==> config.mk <==
export PLATFORM = sky130hd
export DESIGN_NAME = led_ctrl
export DESIGN_NICKNAME = d
export VERILOG_FILES = /design/src/rtl/led_pkg.sv /design/src/rtl/led_channel.sv /design/src/rtl/led_ctrl.sv
export SDC_FILE = /design/constraint.sdc
export NUM_CORES = 1
export LEC_CHECK = 0
export ABC_AREA = 0
export CAP_MARGIN = 20
export CORE_MARGIN = 5
export CORE_UTILIZATION = 58
export DETAILED_ROUTE_END_ITERATION = 12
export PLACE_DENSITY = 0.87
export SYNTH_ARGS = -nofsm -noshare
export SYNTH_HDL_FRONTEND = slang
export SYNTH_HIERARCHICAL = 1
export SYNTH_SLANG_ARGS = --single-unit
==> constraint.sdc <==
create_clock -name clk -period 4.1 [get_ports clk]
set_input_delay 1.025 -clock clk [delete_from_list [all_inputs] [get_ports clk]]
set_output_delay 1.025 -clock clk [all_outputs]
set_load 0.01 [all_outputs]
==> src/rtl/led_pkg.sv <==
// Shared types and helpers for the LED controller: channel modes and period handling.
// The BREATHE mode is only fully built when LED_BREATHE_EN is defined.
package led_pkg;

    localparam int PERIOD_W = 16;

    typedef enum logic [1:0] {
        LED_OFF     = 2'd0,
        LED_ON      = 2'd1,
        LED_BLINK   = 2'd2,
        LED_BREATHE = 2'd3
    } led_mode_e;

    // A zero period would never wrap the tick counter, so it is treated as one tick.
    function automatic logic [PERIOD_W-1:0] eff_period(input logic [PERIOD_W-1:0] period);
        if (period == 16'd0) begin
            return 16'd1;
        end else begin
            return period;
        end
    endfunction

endpackage

==> src/rtl/led_channel.sv <==
// One LED channel: configuration registers, tick counter, blink phase and registered drive.
// Macro LED_BREATHE_EN adds the breathe level ramp; without it mode 3 acts as ON.
module led_channel
    import led_pkg::*;
#(
    parameter int PWM_W = 8
) (
    input  logic                clk,
    input  logic                rst,
    input  logic                tick,
    input  logic [PWM_W-1:0]    pwm_cnt,
    input  logic                wr_en,
    input  logic [1:0]          wr_mode,
    input  logic [PERIOD_W-1:0] wr_period,
    input  logic [PWM_W-1:0]    wr_duty,
    output logic                led
);

    localparam logic [PWM_W-1:0] ONE_L = PWM_W'(1'b1);

    led_mode_e             mode_r;
    logic [PERIOD_W-1:0]   period_r;
    logic [PERIOD_W-1:0]   cnt_r;
    logic [PWM_W-1:0]      duty_r;
    logic                  phase_r;
    logic                  led_r;
    logic                  run_s;
    logic                  wrap_s;
    logic                  led_nxt_s;

    function automatic logic pwm_on(input logic [PWM_W-1:0] cnt, input logic [PWM_W-1:0] d);
        return (cnt < d) || (d == {PWM_W{1'b1}});
    endfunction

    // Tick counter runs only in the timed modes and wraps at eff_period-1.
    always_comb begin
        run_s  = tick && ((mode_r == LED_BLINK) || (mode_r == LED_BREATHE));
        wrap_s = (cnt_r == (eff_period(period_r) - 16'd1));
    end

    // Configuration load, tick counting and blink phase; a write beats a same-cycle tick.
    always_ff @(posedge clk or posedge rst) begin
        if (rst) begin
            mode_r   <= LED_OFF;
            period_r <= 16'd0;
            duty_r   <= '0;
            cnt_r    <= 16'd0;
            phase_r  <= 1'b0;
        end else if (wr_en) begin
            mode_r   <= led_mode_e'(wr_mode);
            period_r <= wr_period;
            duty_r   <= wr_duty;
            cnt_r    <= 16'd0;
            phase_r  <= 1'b0;
        end else if (run_s) begin
            if (wrap_s) begin
                cnt_r   <= 16'd0;
                phase_r <= ~phase_r;
            end else begin
                cnt_r   <= cnt_r + 16'd1;
            end
        end
    end

`ifdef LED_BREATHE_EN
    logic [PWM_W-1:0] level_r;
    logic             dir_down_r;

    // Triangle ramp 0..duty..0; the endpoint turns around without repeating a level.
    always_ff @(posedge clk or posedge rst) begin
        if (rst) begin
            level_r    <= '0;
            dir_down_r <= 1'b0;
        end else if (wr_en) begin
            level_r    <= '0;
            dir_down_r <= 1'b0;
        end else if (run_s && wrap_s && (mode_r == LED_BREATHE)) begin
            if (!dir_down_r) begin
                if (level_r >= duty_r) begin
                    dir_down_r <= 1'b1;
                    if (level_r != '0) begin
                        level_r <= level_r - ONE_L;
                    end
                end else begin
                    level_r <= level_r + ONE_L;
                end
            end else begin
                if (level_r == '0) begin
                    dir_down_r <= 1'b0;
                    if (duty_r != '0) begin
                        level_r <= ONE_L;
                    end
                end else begin
                    level_r <= level_r - ONE_L;
                end
            end
        end
    end
`endif

    // Next LED value from the current mode state.
    always_comb begin
        led_nxt_s = 1'b0;
        case (mode_r)
            LED_OFF:     led_nxt_s = 1'b0;
            LED_ON:      led_nxt_s = pwm_on(pwm_cnt, duty_r);
            LED_BLINK:   led_nxt_s = phase_r && pwm_on(pwm_cnt, duty_r);
`ifdef LED_BREATHE_EN
            LED_BREATHE: led_nxt_s = pwm_on(pwm_cnt, level_r);
`else
            LED_BREATHE: led_nxt_s = pwm_on(pwm_cnt, duty_r);
`endif
            default:     led_nxt_s = 1'b0;
        endcase
    end

    // Registered pin drive.
    always_ff @(posedge clk or posedge rst) begin
        if (rst) begin
            led_r <= 1'b0;
        end else begin
            led_r <= led_nxt_s;
        end
    end

    assign led = led_r;

endmodule

==> src/rtl/led_ctrl.sv <==
// LED controller top: tick prescaler, shared PWM counter, config write decode and channels.
// Define LED_BREATHE_EN to enable the BREATHE ramp in every channel.
module led_ctrl
    import led_pkg::*;
#(
    parameter int N_CH    = 2,
    parameter int CLK_HZ  = 50_000_000,
    parameter int TICK_HZ = 1000,
    parameter int PWM_W   = 8
) (
    input  logic                                       clk,
    input  logic                                       rst,
    input  logic                                       cfg_we,
    input  logic [((N_CH > 1) ? $clog2(N_CH) : 1)-1:0] cfg_ch,
    input  logic [1:0]                                 cfg_mode,
    input  logic [PERIOD_W-1:0]                        cfg_period,
    input  logic [PWM_W-1:0]                           cfg_duty,
    output logic                                       cfg_ack,
    output logic                                       cfg_err,
    output logic                                       tick,
    output logic [N_CH-1:0]                            led
);

    localparam int               CH_W    = (N_CH > 1) ? $clog2(N_CH) : 1;
    localparam int               DIV     = CLK_HZ / TICK_HZ;
    localparam int               PRE_W   = (DIV > 1) ? $clog2(DIV) : 1;
    localparam logic [PRE_W-1:0] PRE_MAX = PRE_W'(DIV - 1);
    localparam logic [CH_W:0]    N_CH_L  = (CH_W + 1)'(N_CH);

    logic [PRE_W-1:0] pre_r;
    logic             tick_r;
    logic [PWM_W-1:0] pwm_cnt_r;
    logic             ack_r;
    logic             err_r;
    logic             in_range_s;
    logic             wr_ok_s;

    // Prescaler wraps at DIV-1; tick marks the wrap.
    always_ff @(posedge clk or posedge rst) begin
        if (rst) begin
            pre_r  <= '0;
            tick_r <= 1'b0;
        end else begin
            pre_r  <= (pre_r == PRE_MAX) ? '0 : pre_r + PRE_W'(1'b1);
            tick_r <= (pre_r == PRE_MAX);
        end
    end

    // Free-running PWM reference shared by all channels.
    always_ff @(posedge clk or posedge rst) begin
        if (rst) begin
            pwm_cnt_r <= '0;
        end else begin
            pwm_cnt_r <= pwm_cnt_r + PWM_W'(1'b1);
        end
    end

    // Out-of-range channel numbers are rejected without touching any channel.
    always_comb begin
        in_range_s = ({1'b0, cfg_ch} < N_CH_L);
        wr_ok_s    = cfg_we && in_range_s;
    end

    // One-cycle accept/reject pulses.
    always_ff @(posedge clk or posedge rst) begin
        if (rst) begin
            ack_r <= 1'b0;
            err_r <= 1'b0;
        end else begin
            ack_r <= wr_ok_s;
            err_r <= cfg_we && !in_range_s;
        end
    end

    assign cfg_ack = ack_r;
    assign cfg_err = err_r;
    assign tick    = tick_r;

    for (genvar i = 0; i < N_CH; i++) begin : g_ch
        logic wr_en_s;
        assign wr_en_s = wr_ok_s && (cfg_ch == CH_W'(i));

        led_channel #(
            .PWM_W(PWM_W)
        ) u_ch (
            .clk       (clk),
            .rst       (rst),
            .tick      (tick_r),
            .pwm_cnt   (pwm_cnt_r),
            .wr_en     (wr_en_s),
            .wr_mode   (cfg_mode),
            .wr_period (cfg_period),
            .wr_duty   (cfg_duty),
            .led       (led[i])
        );
    end

endmodule
## Yosys cells after proc, flatten, opt, wreduce, memory -nomap -nowiden

Index checks and enable logic that the tools add are counted.

| cells by class | value |
|---|---|
| $add $sub $neg | 6 |
| order comparisons | 2 |
| equality and inequality tests | 11 |
| multiplexer cells | 17 |
| bitwise operators | 3 |
| reductions and logical operators | 22 |

Operators by type and width:

| kind | number |
|---|---|
| $mux 16 | 9 |
| $add 16x1->16 const B | 3 |
| $eq 16x16->1 | 2 |
| $logic_not 16->1 | 2 |
| $sub 16x1->16 const B | 2 |
| $eq 16x16->1 const B | 1 |
| $eq 8x8->1 const B | 2 |
| $lt 8x8->1 | 2 |
| $add 8x1->8 const B | 1 |
| $eq 2x2->1 const B | 4 |
| $reduce_bool 2->1 | 4 |
| $logic_and 1x1->1 | 6 |
| $mux 1 | 6 |
| $pmux 1 s3 | 2 |
| $eq 2x1->1 const B | 2 |
| $logic_not 2->1 | 2 |
| $logic_or 1x1->1 | 4 |
| $reduce_and 2->1 | 2 |
| $reduce_or 2->1 | 2 |
| $not 1->1 | 3 |

| word-level totals | value |
|---|---|
| flip-flop bits (word level) | 114 |
| bits of input ports | 30 |
| output and inout port bits | 5 |
| logic and storage cells | 77 |

## Depth between registers and ports, before layout

Gate-level depths: netlist of the first run.

| depth | value |
|---|---|
| depth after elaboration | 7 |
| mapped depth | 16 |
| gate-level depth less buffers | 13 |

## Hierarchy

Netlist of the first run, hierarchy kept.

Modules (own cells, without submodules):

| module | times used | cells an instance | area each (um2) | seq. area each (um2) |
|---|---|---|---|---|
| led_channel | 2 | 291 | 2756.4 | 1101.1 |
| led_ctrl | 1 | 100 | 1138.6 | 650.6 |

## Worst setup path after synthesis of the first run

Ideal clock, no wire load.

| timing | value |
|---|---|
| kind | register to register |
| from | register g_ch[0].u_ch.period_r[0] |
| to | register g_ch[0].u_ch.phase_r |
| data arrival time | 3127 ps |
| required time | 3975 ps |
| setup slack | 848 ps |
| cell stages (with the launch flop) | 16 |
| path buffers | 3 |
| period minus slack after synthesis | 3252 ps |
| cells stage by stage | dfrtp_1 -> or4_1 -> buf_2 -> nor3_1 -> nor2_1 -> ha_1 -> or3b_1 -> buf_6 -> a21oi_1 -> a221oi_1 -> a31oi_1 -> nor3b_1 -> and4bb_1 -> buf_6 -> nand3_2 -> mux2_4 |

| between the ends | value |
|---|---|
| longest elaborated chain between the ends | 6 |

RTL lines:

| item | RTL line | RTL |
|---|---|---|
| start: declaration | led_channel.sv:22 | `logic [PERIOD_W-1:0] period_r;` |
| start signal: assignment | led_channel.sv:51 | `period_r <= wr_period;` |
| $logic_not 16->1 | led_pkg.sv:16 | `if (period == 16'd0) begin` |
| $mux 16 * | led_pkg.sv:16 |  |
| $sub 16x1->16 * | led_channel.sv:38 | `wrap_s = (cnt_r == (eff_period(period_r) - 16'd1));` |
| $eq 16x16->1 * | led_channel.sv:38 |  |
| $reduce_bool 2->1 (no source line) * | - |  |
| $reduce_and 2->1 (no source line) * | - |  |
| end signal: assignment | led_channel.sv:58 | `phase_r <= ~phase_r;` |
| end: declaration | led_channel.sv:25 | `logic phase_r;` |

Mark *: on every way between the ends. The rest lies on a longest branch, timed or not.
A chain may end at the register's enable or synchronous reset.

## Worst setup path after layout of the first run

| timing | value |
|---|---|
| from | register g_ch[1].u_ch.period_r[9] |
| to | register g_ch[1].u_ch.phase_r |

| between the ends | value |
|---|---|
| longest elaborated chain between the ends | 6 |

RTL lines:

| item | RTL line |
|---|---|
| start: declaration | led_channel.sv:22 |
| start signal: assignment | led_channel.sv:51 |
| $logic_not 16->1 | led_pkg.sv:16 |
| $mux 16 * | led_pkg.sv:16 |
| $sub 16x1->16 * | led_channel.sv:38 |
| $eq 16x16->1 * | led_channel.sv:38 |
| $reduce_bool 2->1 (no source line) * | - |
| $reduce_and 2->1 (no source line) * | - |
| end signal: assignment | led_channel.sv:58 |
| end: declaration | led_channel.sv:25 |

Marks and branches as above.

==> results of run 1 <==
## critical path: stages (launching register included)
cell      delay [ns]
dfrtp_1         0.46
nor4_2          0.44
nand4b_1        0.29
nor3_1          0.27
nor2_1          0.07
ha_1            0.24
or3b_4          0.32
a21oi_1         0.11
a221oi_1        0.34
a31oi_1         0.11
nor3b_1         0.22
and4bb_2        0.41
nand3_2         0.11
mux2_4          0.31
## layout make-up
cell class | instances | area [sq um] | share of cell area [%]
Clock buffer | 21 | 460.4 | 6.007
Clock inverter | 10 | 110.1 | 1.437
Inverter | 30 | 112.6 | 1.469
Multi-Input combinational cell | 503 | 3527 | 46.02
Sequential cell | 114 | 2853 | 37.22
Tap cell | 143 | 178.9 | 2.334
Timing Repair Buffer | 41 | 422.9 | 5.517
## sequential cells by signal, summed over array words and instances (netlist names)
| name | flops |
|---|---|
| g_ch.u_ch/period_r | 32 |
| g_ch.u_ch/phase_r | 2 |
| cfg_ack | 1 |
| g_ch.u_ch/cnt_r | 32 |
| tick | 1 |
| pwm_cnt_r | 8 |
| g_ch.u_ch/duty_r | 16 |
| g_ch.u_ch/led | 2 |
| g_ch.u_ch/mode_r | 4 |
| pre_r | 16 |
## how the worst max path moves through the flow
stage	from	end	slack, ns
3_3_place_gp	g_ch[0].u_ch/period_r[9]	g_ch[0].u_ch/phase_r	0.53
2_1_floorplan	g_ch[0].u_ch/period_r[0]	g_ch[0].u_ch/phase_r	0.85
3_5_place_dp	g_ch[1].u_ch/period_r[4]	g_ch[1].u_ch/phase_r	0.25
4_1_cts	g_ch[1].u_ch/period_r[4]	g_ch[1].u_ch/phase_r	0.19
6_report	g_ch[1].u_ch/period_r[9]	g_ch[1].u_ch/phase_r	0.27
5_1_grt	g_ch[1].u_ch/period_r[9]	g_ch[1].u_ch/cnt_r[4]	0.06
## metrics by stage
step | std cells | area (sq um) | utilization [%] | hold WS (ns) | total power, W
3_3_place_gp | 829 | 7038 | 62.17 | 0.4696 | 0.001713
3_5_place_dp | 829 | 7038 | 62.17 | 0.4768 | 0.001743
5_1_grt | 862 | 7665 | 67.71 | 0.5264 | 0.003292
2_1_floorplan | 682 | 6651 | - | 0.4470 | 0.001609
4_1_cts | 860 | 7609 | 67.21 | 0.4836 | 0.003173
6_report | 862 | 7665 | 67.71 | 0.4830 | 0.003164
## repair_timing
item	4_1_cts	5_1_grt
resized for setup	0	4
endpoints found under the hold margin	0	0
setup endpoints to repair	0	14
## per-layer routing
| layer | part of all wire, % | GRT usage [%] | vias up |
|---|---|---|---|
| li1 | - | - | 2451 |
| met1 | 41 | 30.52 | 2609 |
| met2 | 50 | 40.08 | 184 |
| met3 | 6.2 | 6.632 | 32 |
| met4 | 2.4 | 8.792 | 0 |
| met5 | 0 | 0 | - |
## power by group
group          switching (W)  leakage [nW]  internal [W]
Combinational       0.000223          1.57      0.000212
Sequential          0.000108          1.44       0.00121
Clock               0.000499         0.271      0.000916
## cells by family after synthesis
kind of cell | count (synthesis) | share of synthesized area [%]
xor gates and xnor gates | 74 | 9.744
AOI/OAI and AO/OA | 90 | 9.105
adders and majority gates | 20 | 3.762
buffers and inverters | 65 | 4.251
muxes | 42 | 7.073
other | 1 | 0.05638
and+or+nand+nor | 276 | 23.12
DFF | 114 | 42.89
## cells in the mapped netlist (7+ instances only)
library cell | number | area (sq um)
a31oi_1 | 10 | 62.56
dfrtp_1 | 114 | 2853
a21o_1 | 12 | 90.09
nand2_1 | 65 | 244.0
xor2_1 | 40 | 350.3
mux2i_1 | 8 | 80.08
or2_2 | 10 | 62.56
mux2_2 | 32 | 360.4
nor4_1 | 9 | 56.30
o21ai_0 | 30 | 150.1
inv_1 | 30 | 112.6
nor3_1 | 27 | 135.1
a21oi_1 | 8 | 40.04
and3_1 | 7 | 43.79
nand4_1 | 11 | 68.82
nor2_1 | 57 | 214.0
clkbuf_1 | 26 | 97.59
nand3b_1 | 8 | 60.06
xnor2_1 | 34 | 297.8
nand3_1 | 26 | 130.1
ha_1 | 20 | 250.2
==> flow_metrics.py, run 1 <==
metrics = {
    "status": {
        "status": "finished clean",
    },
    "min_path": {
        "hold_start": "pre_r[0]",
        "hold_end": "pre_r[0]",
        "whs_path_depth": 1,
        "hp-class": "reg -> reg",
    },
    "global_routing": {
        "grt_pass1_wl_mm": 25.87,
        "grt_max_degree": 45,
        "gr-total-overflow": 0,
        "grt_pass1_vias": 5342,
        "antenna_found_initial": 0,
        "grtUsageTotal_pct": 24.19,
    },
    "synth": {
        "synth_edf_count": 0,
        "ys_async_sr_fraction_pct": 100.0,
        "syn-cell-area_sq_um": 6651,
        "synth_seq_cells": 114,
        "yosysWarnings": 6,
        "syn_avg_cell_area_sq_um": 9.753,
        "synth-main-ff-cell": "dfrtp_1",
        "synth_cells": 682,
        "synth_fp_nets": 732,
        "synth-seq-area-share_pct": 42.89,
        "yosysUniqueCellTypes": 56,
    },
    "floorplanning": {
        "fp.dieW_um": 117.1,
        "die_area_sq_um": 13710,
        "row_count": 39,
        "ios": 35,
        "chipHeight_um": 117.1,
        "core_area_sq_um": 11320,
        "start_util_pct": 58.75,
    },
    "timing": {
        "fin_skew_ns": 0.007818,
        "fin_crit_sh_pct": 93.53,
        "grt_setup_unrepaired": "no",
        "min_period_ns": 3.835,
        "relSlewSlack_pct": 60.95,
        "timing.fmax_mhz": 260.8,
        "worstMarginPinSlew_ns": 0.5858,
        "setup_tns_ns": 0,
        "setup_viol": 0,
        "final_hold_viol_count": 0,
        "fin_ws_ns": 0.2654,
        "slew_viol_final": 0,
    },
    "route": {
        "dr.pass1.iters": 5,
        "drc_errors": 0,
        "via_per_inst": 6.121,
        "antenna_left": 0,
        "wl_per_cell_um": 18.26,
        "wl_mm": 15.74,
        "dr_total_vias": 5276,
        "drt_iter0_markers": 346,
    },
    "final_layout": {
        "nFillCells": 815,
        "most-common-layout-cells": "dfrtp_1, nand2_1, nor2_1",
        "fin_nets": 757,
        "final_common_cell": "dfrtp_1",
        "layout-drive-gt1-share_pct": 14.88,
        "syn_to_final_growth_pct": 15.24,
        "antennaDiodeCount": 0,
    },
    "clock_tree": {
        "cts_sinks": 114,
        "holdBufCountCts": 0,
        "cts_setup_buffers": 0,
        "numCtsBuffers": 17,
        "clock-root-buffer": "clkbuf_16",
        "cts_tree": "done",
        "clkTransAtPathRegs_ns": 0.05,
        "htreeDepth": 4,
        "insertion_delay_ns": 0.41,
        "clk_path_buf_depth": 2,
    },
    "run": {
        "maxCapViolations": 0,
    },
    "worst_setup_path": {
        "cp-end-kind": "register",
        "worstRegToRegCells": 13,
        "arrival_ns": 4.13,
        "worst-r2r-setup-slack_ns": 0.27,
        "cp-start-kind": "register",
        "rr_startpoint": "g_ch[1].u_ch/period_r[9]",
        "crit_type": "reg -> reg",
        "cp_max_fo": 12,
        "worstPathRequired_ns": 4.39,
        "r2r_end": "g_ch[1].u_ch/phase_r",
    },
    "place": {
        "dp_hpwl_mm": 10.83,
        "gpl.final_weighted_congestion": 0.9311,
        "place_ws_ns": 0.2462,
        "io_buffers": 33,
    },
    "power_and_ir_drop": {
        "ir_drop_v": 0.0005492,
        "powerDensity_nw_per_um2": 412.7,
        "power_leakage_nw": 3.280,
    },
}
(Power assumes the default switching activity.)
==> inputs of run 2 (changes only) <==
--- a/config.mk
+++ b/config.mk
@@ -6,11 +6,11 @@
 export NUM_CORES = 1
 export LEC_CHECK = 0
 export ABC_AREA = 0
-export CAP_MARGIN = 20
 export CORE_MARGIN = 5
 export CORE_UTILIZATION = 58
 export DETAILED_ROUTE_END_ITERATION = 12
 export PLACE_DENSITY = 0.87
+export SETUP_SLACK_MARGIN = 0.4
 export SYNTH_ARGS = -nofsm -noshare
 export SYNTH_HDL_FRONTEND = slang
 export SYNTH_HIERARCHICAL = 1
==> run 2 against run 1 <==
- design area rose by 0.36%
- die area is the same
- sequential share of layout area decreased by 0.13 points
- power is 0.42% higher
- routed wire length about the same
- critical path depth stayed put
- first-iteration DRC count increased by 16%
- clock skew about the same
- largest power group unchanged
==> flow_metrics.py, run 2 (synthesis results as in run 1) <==
metrics = {
    "status": {
        "status": "finished clean",
    },
    "timing": {
        "slew_viol_final": 0,
        "final_hold_viol_count": 0,
        "worstMarginPinSlew_ns": 1.018,
        "setup_viol": 0,
        "fin_crit_sh_pct": 86.20,
        "timing.fmax_mhz": 282.9,
        "grt_setup_unrepaired": "no",
        "hold_ws_ns": 0.4819,
        "setup_tns_ns": 0,
        "fin_skew_ns": 0.007873,
        "relSlewSlack_pct": 31.72,
        "min_period_ns": 3.534,
    },
    "floorplanning": {
        "fp.dieW_um": 117.1,
        "row_count": 39,
        "die_area_sq_um": 13710,
        "ios": 35,
        "core_area_sq_um": 11320,
        "start_util_pct": 58.75,
        "chipHeight_um": 117.1,
    },
    "global_routing": {
        "grt_pass1_vias": 5370,
        "gr-total-overflow": 0,
        "grtUsageTotal_pct": 24.36,
        "antenna_found_initial": 0,
        "grt_max_degree": 45,
        "grt_pass1_wl_mm": 25.98,
    },
    "clock_tree": {
        "clock-root-buffer": "clkbuf_16",
        "clkTransAtPathRegs_ns": 0.05,
        "insertion_delay_ns": 0.41,
        "numCtsBuffers": 17,
        "cts_tree": "done",
        "cts_sinks": 114,
        "htreeDepth": 4,
        "holdBufCountCts": 0,
        "clk_path_buf_depth": 2,
    },
    "worst_setup_path": {
        "cp-start-kind": "register",
        "cp_max_fo": 12,
        "crit_type": "reg -> reg",
        "startpoint": "g_ch[1].u_ch/period_r[9]",
        "arrival_ns": 3.83,
        "r2r_end": "g_ch[1].u_ch/phase_r",
        "worstRegToRegCells": 13,
        "cpPeakStageDelay_ns": 0.48,
        "rr_startpoint": "g_ch[1].u_ch/period_r[9]",
        "worstPathRequired_ns": 4.39,
        "crit_chain": "nor4_4 > nand4b_1 > nor3_2 > nor2_1 > ha_1 > or3b_4 > a21oi_1 > a221oi_1 > a31oi_1 > nor3b_1 > and4bb_4 > nand3_2 > mux2_4",
        "slowest_stage": "dfrtp_1",
        "worst-r2r-setup-slack_ns": 0.57,
        "cp-end-kind": "register",
        "crit_end": "g_ch[1].u_ch/phase_r",
    },
    "route": {
        "dr.pass1.iters": 5,
        "wl_per_cell_um": 18.28,
        "drt_iter0_markers": 403,
        "antenna_left": 0,
        "dr_total_vias": 5287,
        "drc_errors": 0,
        "wl_mm": 15.76,
        "via_per_inst": 6.133,
    },
    "final_layout": {
        "antennaDiodeCount": 0,
        "final_common_cell": "dfrtp_1",
        "largest_registers": "g_ch.u_ch/cnt_r (32), g_ch.u_ch/period_r (32)",
        "layout-drive-gt1-share_pct": 15.72,
        "syn_to_final_growth_pct": 15.65,
        "most-common-layout-cells": "dfrtp_1, nand2_1, nor2_1",
        "fin_nets": 757,
    },
    "place": {
        "gpl.final_weighted_congestion": 0.9311,
        "dp_hpwl_mm": 10.83,
        "io_buffers": 33,
    },
    "min_path": {
        "hp-class": "reg -> reg",
    },
    "power_and_ir_drop": {
        "p_sw_w": 0.0008421,
        "power_leakage_nw": 3.277,
        "p_seq_share_pct": 41.7,
        "ir_drop_v": 0.0005487,
        "combPwrFrac_pct": 13.7,
        "p_int_w": 0.002335,
        "switching_share_pct": 26.51,
        "power.share.clock_pct": 44.6,
        "powerDensity_nw_per_um2": 413.0,
    },
    "run": {
        "maxCapViolations": 0,
    },
}
run 2: cell counts in the layout (fill, tap and decap cells not counted):
Identical to the previous run, type by type.
run 2: layer usage:
layer | GRT usage [%] | part of all wire (%) | up-vias
li1 | - | - | 2448
met1 | 30.52 | 41 | 2602
met2 | 40.54 | 50 | 199
met3 | 6.530 | 6.4 | 38
met4 | 9.174 | 2.4 | 0
met5 | 0 | 0 | -
run 2: power groups by stage:
stage | Sequential [W] | Combinational (W) | Clock (W)
5_1_grt | 0.00134 | 0.000477 | 0.00149
2_1_floorplan | 0.00128 | 0.000325 | 0
3_3_place_gp | 0.00132 | 0.000394 | 0
6_report | 0.00132 | 0.000437 | 0.00142
3_5_place_dp | 0.00133 | 0.000415 | 0
4_1_cts | 0.00131 | 0.000428 | 0.00144
run 2: worst max-delay path: cells and delay by family, from the launching register on:
family                     cells  cell delay (ns)
and+or+nand+nor                8             1.87
AOI/OAI and AO/OA              3             0.52
DFF                            1             0.48
muxes                          1             0.31
adders and majority gates      1             0.23
run 2: area by class of cell:
type	count	area [sq um]
Timing Repair Buffer	41	390.4
Multi-Input combinational cell	503	3587
Inverter	30	112.6
Clock inverter	10	110.1
Clock buffer	21	460.4
Tap cell	143	178.9
Sequential cell	114	2853
Fill cell	816	3628
run 2: worst min path at each step:
stage / startpoint / endpoint / slack (ns) / cells past startpoint
global route: pre_r[0] / pre_r[0] / 0.53 / 1
finish: pre_r[0] / pre_r[0] / 0.48 / 1
detailed placement: pre_r[0] / pre_r[0] / 0.48 / 1
floorplan: pwm_cnt_r[0] / pwm_cnt_r[0] / 0.45 / 1
global placement: pre_r[0] / pre_r[0] / 0.47 / 1
CTS: pre_r[0] / pre_r[0] / 0.48 / 1
run 2: repair_timing:
item | in CTS | in global routing
gates resized for setup | 7 | 9
pin swaps | 0 | 3
buffers inserted | 0 | 2
setup endpoints to repair | 25 | 33
run 2: through the flow:
stage                     utilization [%]  worst slack [ns]  cells  total power [W]  area [sq um]
after CTS                           67.44            0.4382    860         0.003180          7635
after global placement              62.17            0.5338    829         0.001713          7038
after floorplan                         -            0.8480    682         0.001609          6651
after global routing                67.95            0.3784    862         0.003302          7692
after detailed placement            62.17            0.2462    829         0.001743          7038
final                               67.95            0.5657    862         0.003177          7692
==> inputs of run 3 (changes only) <==
--- a/config.mk
+++ b/config.mk
@@ -6,10 +6,13 @@
 export NUM_CORES = 1
 export LEC_CHECK = 0
 export ABC_AREA = 0
+export CELL_PAD_IN_SITES_DETAIL_PLACEMENT = 0
+export CELL_PAD_IN_SITES_GLOBAL_PLACEMENT = 2
 export CORE_MARGIN = 5
-export CORE_UTILIZATION = 58
+export CORE_UTILIZATION = 39
+export CTS_BUF_LIST = sky130_fd_sc_hd__clkbuf_16
 export DETAILED_ROUTE_END_ITERATION = 12
-export PLACE_DENSITY = 0.87
+export PLACE_DENSITY_LB_ADDON = 0.1
 export SETUP_SLACK_MARGIN = 0.4
 export SYNTH_ARGS = -nofsm -noshare
 export SYNTH_HDL_FRONTEND = slang
==> run 3 against run 2 <==
- die area is 44% higher
- flip-flop and latch count did not move
- clock skew is 0.0011 ns lower
- hold slack gained 0.0028 ns
- design area rose by 2.1%
- non-clock buffer count unchanged
- first-iteration DRC count down 37%
- critical path type unchanged
- critical endpoint unchanged
- largest cell class unchanged
- largest power group unchanged
- highest routed layer is now met5
==> flow_metrics.py, run 3 (synthesis results as in run 1) <==
metrics = {
    "power_and_ir_drop": {
        "p_seq_share_pct": 39.3,
        "combPwrFrac_pct": 12.5,
        "switching_share_pct": 25.59,
        "p_sw_w": 0.0008555,
        "ir_drop_v": 0.0003114,
        "powerDensity_nw_per_um2": 425.6,
        "power_leakage_nw": 3.311,
        "p_int_w": 0.002487,
        "power.share.clock_pct": 48.3,
    },
    "worst_setup_path": {
        "cp-end-kind": "register",
        "worstPathRequired_ns": 4.39,
        "crit_family": "simple AND/OR/NAND/NOR gates",
        "crit_chain": "or4_1 > nor3_2 > nor2_1 > ha_1 > or3b_4 > a21oi_1 > a221oi_1 > a31oi_1 > nor3b_1 > and4bb_4 > nand3_2 > mux2_4",
        "arrival_ns": 3.82,
        "slowest_stage": "or4_1",
        "crit_type": "reg -> reg",
        "cp-start-kind": "register",
        "cp.buffers_inverters": 0,
        "cp_max_fo": 12,
        "cpPeakStageDelay_ns": 0.68,
    },
    "timing": {
        "relSlewSlack_pct": 29.71,
        "hold_ws_ns": 0.4847,
        "fin_crit_sh_pct": 85.96,
        "worstMarginPinSlew_ns": 1.053,
        "min_period_ns": 3.524,
        "final_hold_viol_count": 0,
        "slew_viol_final": 0,
        "setup_viol": 0,
        "grt_setup_unrepaired": "no",
        "fin_skew_ns": 0.006788,
        "timing.fmax_mhz": 283.7,
        "fin_ws_ns": 0.5755,
        "setup_tns_ns": 0,
    },
    "route": {
        "dr.pass1.iters": 4,
        "via_per_inst": 5.228,
        "antenna_left": 0,
        "drc_errors": 0,
        "wl_per_cell_um": 16.92,
        "drt_iter0_markers": 253,
        "wl_mm": 15.92,
        "dr_total_vias": 4920,
    },
    "final_layout": {
        "layout-drive-gt1-share_pct": 15.67,
        "largest_registers": "g_ch.u_ch/cnt_r (32), g_ch.u_ch/period_r (32)",
        "final_common_cell": "dfrtp_1",
        "final_util_pct": 47.20,
        "antennaDiodeCount": 0,
        "syn_to_final_growth_pct": 18.10,
        "most-common-layout-cells": "dfrtp_1, nand2_1, nor2_1",
        "fin_nets": 758,
    },
    "clock_tree": {
        "holdBufCountCts": 0,
        "clkTransAtPathRegs_ns": 0.06,
        "clk_path_buf_depth": 2,
        "insertion_delay_ns": 0.41,
        "cts_sinks": 114,
        "cts_tree": "done",
        "htreeDepth": 4,
        "clock-root-buffer": "clkbuf_16",
        "numCtsBuffers": 17,
    },
    "global_routing": {
        "gr-total-overflow": 0,
        "grtUsageTotal_pct": 16.83,
        "grt_pass1_vias": 4993,
        "grt_max_degree": 45,
        "antenna_found_initial": 1,
        "grt_pass1_wl_mm": 26.42,
    },
    "min_path": {
        "hp-class": "reg -> reg",
    },
    "place": {
        "place_ws_ns": 0.2539,
        "io_buffers": 33,
        "gpl.final_weighted_congestion": 0.8477,
        "dp_hpwl_mm": 11.42,
    },
    "status": {
        "status": "finished clean",
    },
    "floorplanning": {
        "ios": 35,
        "start_util_pct": 39.97,
        "fp.dieW_um": 140.6,
        "row_count": 47,
        "core_area_sq_um": 16640,
        "chipHeight_um": 140.6,
        "die_area_sq_um": 19770,
    },
    "run": {
        "maxCapViolations": 0,
    },
}
[run 3: timing repair]
action,CTS,global route
gates cloned,1,0
endpoints found under the hold margin,0,0
endpoints found under the setup margin,32,34
buffers inserted,1,2
gates resized for setup,3,9
pin swaps,2,1
[run 3: final timing paths]
| check | slack (ns) | start | depth (start not counted) | to |
|---|---|---|---|---|
| worst max-delay path | 0.58 | g_ch[1].u_ch/period_r[0] | 12 | g_ch[1].u_ch/phase_r |
| max in group asynchronous | 2.20 | rst | 2 | pre_r[4] |
| worst min-delay path | 0.48 | pre_r[0] | 1 | pre_r[0] |
| min in group asynchronous | 1.12 | rst | 2 | g_ch[1].u_ch/duty_r[0] |
| worst max register to register | 0.58 | g_ch[1].u_ch/period_r[0] | 12 | g_ch[1].u_ch/phase_r |
| worst min register to register | 0.48 | pre_r[0] | 1 | pre_r[0] |
[run 3: power by group through the flow]
stage / combinational, W / sequential, W / clock [W]
detailed placement: 0.000412 / 0.00133 / 0
global route: 0.000471 / 0.00133 / 0.00172
CTS: 0.000418 / 0.00131 / 0.00165
global placement: 0.000409 / 0.00133 / 0
floorplan: 0.000325 / 0.00128 / 0
finish: 0.000418 / 0.00131 / 0.00161
[run 3: routing by layer]
metal	part of all wire (%)	global-route usage (%)
met1	49	23.44
met2	47	25.55
met3	3.6	5.113
met4	1.0	4.539
met5	0.082	0
[run 3: final cells by class]
class	instances	area (sq um)
fillers	1576	8787
well taps	220	275.3
clock buffers	17	425.4
clock inverters	15	214.0
inverters	30	112.6
flip-flops and latches	114	2853
multi-input cells	504	3585
repair buffers	41	390.4
[run 3: worst reg2reg max path: cells and delay by family, from the launching register on]
family	cells	cell delay, ns
DFF	1	0.42
adders and majority gates	1	0.23
and+or+nand+nor	7	2.01
muxes	1	0.31
AOI/OAI and AO/OA	3	0.45
[run 3: metrics by stage]
stage | cell area (sq um) | std cells | total power [W]
6_report | 7855 | 941 | 0.003343
2_1_floorplan | 6651 | 682 | 0.001609
3_3_place_gp | 7132 | 905 | 0.001735
3_5_place_dp | 7132 | 905 | 0.001739
4_1_cts | 7794 | 939 | 0.003380
5_1_grt | 7855 | 941 | 0.003518
